`src/rtl/fetch_queue.sv`:
```
// Instruction-fetch front end: boots from the reset vector, prefetches into a DEPTH-entry queue; 1-cycle ack-to-valid latency (0 with FETCH_BYPASS_EN).
// Backpressure: decoder stalls via instr_ready; fetch requests stop while the queue is full and resume the cycle after a pop frees a slot.
module fetch_queue #(
  parameter int SIZE  = 16,
  parameter int DEPTH = 4,
  parameter int PTR_W = 2
) (
  input  logic             clk,
  input  logic             rst,
  input  logic [SIZE-1:0]  RST_VEC,
  output logic [SIZE-1:0]  MAB_out,
  output logic             mem_req,
  input  logic             mem_ack,
  input  logic [SIZE-1:0]  MDB_in,
  output logic [SIZE-1:0]  instr_out,
  output logic [SIZE-1:0]  instr_pc,
  output logic             instr_valid,
  input  logic             instr_ready,
  input  logic             flush,
  input  logic [SIZE-1:0]  flush_pc,
  output logic [SIZE-1:0]  fetch_pc,
  output logic [PTR_W:0]   count
);

  typedef enum logic {S_BOOT, S_FETCH} state_t;

  typedef struct packed {
    logic [SIZE-1:0] instr;
    logic [SIZE-1:0] pc;
  } entry_t;

  localparam logic [PTR_W:0]   FULL     = (PTR_W+1)'(DEPTH);
  localparam logic [PTR_W:0]   CNT_ONE  = (PTR_W+1)'(1);
  localparam logic [PTR_W-1:0] PTR_ONE  = PTR_W'(1);
  localparam logic [SIZE-1:0]  PC_STEP  = SIZE'(2);
  localparam logic [SIZE-1:0]  ALIGN    = ~SIZE'(1);

  state_t           state;
  logic [PTR_W-1:0] wr_ptr;
  logic [PTR_W-1:0] rd_ptr;
  entry_t           q [DEPTH];
  entry_t           head;

  logic fetching;
  logic req;
  logic push;
  logic byp;
  logic q_vld;
  logic pop;
  logic wr_en;

  always_comb begin
    fetching = (state == S_FETCH);
    req      = fetching ? ((count != FULL) && !flush) : 1'b1;
    // push already excludes flush, because req is low in a flush cycle
    push     = fetching && req && mem_ack;
    q_vld    = (count != '0) && !(fetching && flush);
`ifdef FETCH_BYPASS_EN
    byp      = push && (count == '0) && instr_ready;
`else
    byp      = 1'b0;
`endif
    pop      = q_vld && instr_ready;
    wr_en    = push && !byp;
    head     = q[rd_ptr];
  end

  always_comb begin
    mem_req     = rst && req;
    MAB_out     = '0;
    instr_valid = rst && (q_vld || byp);
    instr_out   = '0;
    instr_pc    = '0;
    if (rst) begin
      MAB_out   = fetching ? fetch_pc : RST_VEC;
      instr_out = byp ? MDB_in : head.instr;
      instr_pc  = byp ? fetch_pc : head.pc;
    end
  end

  always_ff @(posedge clk or negedge rst) begin
    if (!rst) begin
      state    <= S_BOOT;
      fetch_pc <= '0;
      count    <= '0;
      wr_ptr   <= '0;
      rd_ptr   <= '0;
    end else if (!fetching) begin
      if (mem_ack) begin
        fetch_pc <= MDB_in & ALIGN;
        state    <= S_FETCH;
      end
    end else if (flush) begin
      count    <= '0;
      rd_ptr   <= wr_ptr;
      fetch_pc <= flush_pc & ALIGN;
    end else begin
      if (push)
        fetch_pc <= fetch_pc + PC_STEP;
      if (wr_en)
        wr_ptr <= wr_ptr + PTR_ONE;
      if (pop)
        rd_ptr <= rd_ptr + PTR_ONE;
      if (wr_en && !pop)
        count <= count + CNT_ONE;
      else if (!wr_en && pop)
        count <= count - CNT_ONE;
    end
  end

  // Queue storage needs no reset: pointers and count define what is live.
  always_ff @(posedge clk) begin
    if (wr_en)
      q[wr_ptr] <= '{instr: MDB_in, pc: fetch_pc};
  end

endmodule

```
`config.mk`:
```
export PLATFORM = sky130hd
export DESIGN_NAME = fetch_queue
export DESIGN_NICKNAME = d
export VERILOG_FILES = /design/src/rtl/fetch_queue.sv
export SDC_FILE = /design/constraint.sdc
export NUM_CORES = 1
export LEC_CHECK = 0
export CAP_MARGIN = 25
export CELL_PAD_IN_SITES_DETAIL_PLACEMENT = 1
export CELL_PAD_IN_SITES_GLOBAL_PLACEMENT = 1
export CORE_MARGIN = 2
export CORE_UTILIZATION = 47
export CTS_CLUSTER_SIZE = 16
export DETAILED_ROUTE_END_ITERATION = 10
export PLACE_DENSITY_LB_ADDON = 0.3
export REMOVE_ABC_BUFFERS = 1
export SYNTH_ARGS = -nofsm -noshare
export SYNTH_HDL_FRONTEND = slang
export SYNTH_SLANG_ARGS = --single-unit
```
`constraint.sdc`:
```
create_clock -name clk -period 3.8 [get_ports clk]
set_input_delay 0.57 -clock clk [delete_from_list [all_inputs] [get_ports clk]]
set_output_delay 0.57 -clock clk [all_outputs]
set_load 0.02 [all_outputs]
```
# [Word level (Yosys, flattened, before mapping)]
# Memory sizes are Yosys's and may differ from the RTL's.
# Index checks and enable logic that the tools add are counted.
[word_totals] mem_bits_rw=128 word_cells=54 ff_bits=24 out_inout_bits=69 memories=1
[memory_table] name="q" depth=4 word_bits=32 rd=1 rd_clocked_by_memory_dff=0 wr=1 line="41" text="entry_t q [DEPTH];"
[op_classes] bitwise=1 add_sub_neg=5 reduce_logical=22 n_eq_ne=2 n_mux=18
[ops] operator="2-to-1 mux 16 bit" count=8
[ops] operator="adder 16 x 2 -> 16 bit, second input constant" count=1
[ops] operator="logical AND 1 bit" count=10
[ops] operator="2-to-1 mux 3 bit" count=3
[ops] operator="AND reduction 2 bit" count=3
[ops] operator="nonzero test 3 bit" count=2
[ops] operator="2-to-1 mux 1 bit" count=5
[ops] operator="adder 2 x 1 -> 2 bit, second input constant" count=2
[ops] operator="logical NOT 1 bit" count=4
[ops] operator="2-to-1 mux 2 bit" count=2
[ops] operator="nonzero test 2 bit" count=2
[ops] operator="adder 3 x 1 -> 3 bit, second input constant" count=1
[ops] operator="!= test 3 x 2 -> 1 bit, second input constant" count=1
[ops] operator="!= test 3 bit, second input constant" count=1
[ops] operator="AND reduction 3 bit" count=1
[ops] operator="subtractor 3 x 1 -> 3 bit, second input constant" count=1
[ops] operator="inverter 1 bit" count=1

# [Depth between registers and ports, before layout]
[logic_depth] word_depth=10 mapped_depth=8

# [Worst setup path before layout]
# No wires, ideal clock.
[synth_timing] path_type="input to register" startpoint="input flush" endpoint="register count[2]" cell_stages=8 path_slack_ns=1.167 setup_ns=0.116 n_path_buf=1 t_arrival_ns=2.517 path_cell_list="clkbuf_1 -> a21boi_0 -> a211o_1 -> inv_1 -> fa_1 -> or3_1 -> o22a_1 -> o311ai_0"
[synth_between] elab_chain_len=9 word_cells_on_any_way=17
[synth_lines] item="from (decl)" line="19" text="input logic flush,"
[synth_lines] item="logical NOT 1 bit" line="54" text="req = fetching ? ((count != FULL) && !flush) : 1'b1;"
[synth_lines] item="logical AND 1 bit" line="54"
[synth_lines] item="2-to-1 mux 1 bit" line="54"
[synth_lines] item="logical AND 1 bit (2 in series)" line="56" text="push = fetching && req && mem_ack;"
[synth_lines] item="logical NOT 1 bit" line="106" text="else if (!wr_en && pop)"
[synth_lines] item="logical AND 1 bit" line="106"
[synth_lines] item="nonzero test 3 bit (no line)"
[synth_lines] item="AND reduction 2 bit (no line)"
[synth_lines] item="to (signal assigned)" line="105" text="count <= count + CNT_ONE;"
[synth_lines] item="to (signal assigned)" line="107" text="count <= count - CNT_ONE;"
[synth_lines] item="to (decl)" line="22" text="output logic [PTR_W:0] count"
# Several ways; a longest one is shown, not always the timed one.
# A chain may end at the register's enable or synchronous reset.

# [Worst setup path in the final report]
[layout_timing] startpoint="register rd_ptr[0]" endpoint="output instr_out[8]"
[layout_between] elab_chain_len=2
[layout_lines] item="from (decl)" line="40" text="logic [PTR_W-1:0] rd_ptr;"
[layout_lines] item="from (signal assigned)" line="95" text="rd_ptr <= wr_ptr;"
[layout_lines] item="from (signal assigned)" line="103" text="rd_ptr <= rd_ptr + PTR_ONE;"
[layout_lines] item="memory (4 x 32 bit)"
[layout_lines] item="2-to-1 mux 16 bit" line="74" text="if (rst) begin"
[layout_lines] item="to (decl)" line="15" text="output logic [SIZE-1:0] instr_out,"
# Every way passes these cells.

==> metrics.md <==
| Metric | Value |
|---|---|
| R2R Path Start | `fetching` |
| Critical Path Source | `rd_ptr[0]` |
| Leakage | `~3.1 nW` |
| Wire length per cell | `around 24 microns` |
| Ys async rst share | `15.6%` |
| Drt pass-1 iters | `7` |
| Routed Antenna Nets | `0` |
| GRT Util Overall | `25.3%` |
| Initial antenna violation count | `0` |
| Number of global-route vias before repair | `~4700` |
| Total grt overflow | `0` |
| Crit Path Max Fanout | `18` |
| Fin area | `slightly below 9000 sq um` |
| CP Class | `reg2out` |
| Flip-flop and latch count after synthesis | `147` |
| Die footprint | `15000 sq um` |
| Fin crit share | `81.2%` |
| Worst path cell trace | `buf_4 -> mux4_2 -> and2_1 -> clkdlybuf4s50_1` |
| Starting DRT DRC Count | `549` |
| Worst-Margin Slew | `0.648 ns` |
| CTS tree | `done` |
| Fin. max-slew vios | `0` |
| Port Buffers | `118` |
| Total Wirelength | `17800 microns` |
| Top FF cell, synth | `edfxtp_1` |
| Maximum VDD drop | `0.000369 V` |
| R2r endpoint | `count[2]` |
| Vias per inst | `5.93` |
| Area Growth Syn to Fin | `31.5%` |
| Worst skew pair latency | `0.43 ns` |
| Synth Cell Area | `6620 sq um` |
| Worst EP arrival | `2.52 ns` |
| Root Driver | `clkbuf_16` |
| Post-Place Cell Area | `8050 sq um` |
| PwrDens | `652 nW/um^2` |
| R2R depth | `7` |
| R2R setup slack | `0.88 ns` |
| Buf/Inv on CP | `2` |
| Hold Violations, Final | `0` |
| Sequential share of the synthesized area | `65.0%` |
| Clk pin slew, worst setup/hold paths | `~0.06 ns` |
| Final setup viols | `0` |
| Worst slew margin | `56.8%` |
| Via Count | `4457` |
| Levels on crit path | `4` |
| Number of flops mapped to enable cells by yosys | `124` |
| Die X | `123 microns` |
| H-tree Lvls | `4` |
| Global placement routability congestion | `0.820` |
| Num CTS Buffers | `17` |
| Critical path capture point type | `output port` |
| RSZ-0062 raised after global routing | `false` |
| Crit path capture | `instr_out[8]` |
| CP required | `between 3 and 4 ns` |
| # placed instances | `slightly above 700` |
| Synthesized area per cell | `15.4 sq um` |
| CP max stage delay | `0.58 ns` |
| Ant diodes | `0` |
| Fraction of layout instances using a drive strength above 1 | `15.1%` |
| Core region area | `13800 sq um` |
| Nature of the critical path startpoint | `flip-flop` |
| Max Clock Freq | `324 MHz` |
| DRC Markers | `0` |
| TNS Setup | `0 ns` |
| Slowest CP cell | `mux4_2` |
| Largest net degree at the start of global routing | `38` |
| Sink count of the clock tree | `about 150` |
| Final non-filler cell total | `751` |
| Site Rows | `43` |
| CP delay by family, top | `buffers and inverters` |
| Post-Synthesis Cells | `431` |
| Initial Util | `47.9%` |
| Die span in y | `around 120 microns` |
| Cts repair resizes | `0` |
| Netlist cell types | `52` |
| # Max-Cap Violations | `0` |
| # IOs | `122` |
| Minimum clock period | `3.09 ns` |
| Max clock buf depth | `2` |
| Setup repair bufs after CTS | `0` |
| Setup Skew | `roughly 0.0084 ns` |
| First-pass GRT wire length | `27700 microns` |
| Final nets | `617` |
| Worst hold path class | `in2async` |
| CTS Hold Buffers Added | `0` |
| Synthesis warning total | `0` |
| Status | `finished, final reports clean` |
| Final HPWL DP | `around 11000 microns` |
[area by class of cell]
cell class / count / area [sq um]
multi-input combinational: 248 / 2170
inverter: 8 / 30.0
clock inverter: 9 / 175
fill: 1263 / 5120
clock buffer: 23 / 478
timing repair buffer: 136 / 1320
tap: 180 / 225
sequential: 147 / 4300
[worst min path at each step]
stage                             end  slack [ns]  depth (start not counted)
final                     fetch_pc[9]        0.07                          1
after global routing      fetch_pc[5]        0.07                          1
after CTS                 fetch_pc[9]        0.05                          1
after detailed placement  fetch_pc[9]        0.50                          1
after global placement    fetch_pc[9]        0.50                          1
after floorplan              count[0]        0.27                          0
[cell families after synthesis]
kind of cell / after synthesis / synth area share [%]
buffers and inverters: 37 / 2.38
AND/OR/NAND/NOR: 116 / 10.3
other: 1 / 0.0567
adder cells (fa/ha/maj): 6 / 1.25
flip-flops: 147 / 65.0
multiplexers: 49 / 13.3
XOR/XNOR: 2 / 0.265
AO/OA/AOI/OAI: 73 / 7.50
[flip-flops by register name (all words and copies together) (netlist names)]
register  flops
q           124
wr_ptr        2
count         3
fetch_pc     15
rd_ptr        2
fetching      1
[layout by cell type (no fill, tap or decap), drive strengths merged, types with 5 or more instances in the layout]
master         Yosys  layout
a21oi             13      13
a31oi              5       5
and2              38      38
and3               6       6
buf               11      19
bufinv             0       5
clkbuf            18      23
clkdlybuf4s50      0     117
dfrtp             23      23
edfxtp           124     124
ha                 5       5
inv                6       6
mux2i             18      18
mux4              31      31
nand2             11      11
nand3              6       6
nor2              12      12
nor2b             20      20
o21ai             16      16
[power by group]
part           leakage (nW)  internal, mW  switching [mW]
registers              1.39          2.00           0.183
logic                  1.39         0.802           0.827
clock network         0.313          1.22           0.648
[routing by layer]
metal	wire length, microns	up-vias	track usage (%)
li1	-	1944	-
met1	7390	2317	33.5
met2	9160	168	41.5
met3	969	28	4.93
met4	293	0	9.48
met5	0	-	0
[cell usage after synthesis, drive strengths merged, types with 5 or more instances]
cell	n	share of area [%]
clkbuf	18	1.0
nand2	11	0.62
buf	11	0.91
mux4	31	11
nand3	6	0.64
nor2	12	0.68
inv	6	0.34
and3	6	0.57
dfrtp	23	8.7
o21ai	16	1.2
edfxtp	124	56
mux2i	18	2.7
a21oi	13	0.98
and2	38	3.6
nor2b	20	1.9
ha	5	0.95
a31oi	5	0.47
[metrics by stage]
| stage | worst slack [ns] | hold slack [ns] | total power [mW] | utilization (%) |
|---|---|---|---|---|
| after CTS | 0.666 | 0.0488 | 5.71 | 62.9 |
| after global routing | 0.607 | 0.0653 | 5.90 | 62.9 |
| after floorplan | 0.916 | 0.274 | 3.12 | - |
| final | 0.713 | 0.0684 | 5.68 | 62.9 |
| after global placement | 0.721 | 0.497 | 3.76 | 58.2 |
| after detailed placement | 0.576 | 0.499 | 3.83 | 58.2 |
(Power assumes the default switching activity.)
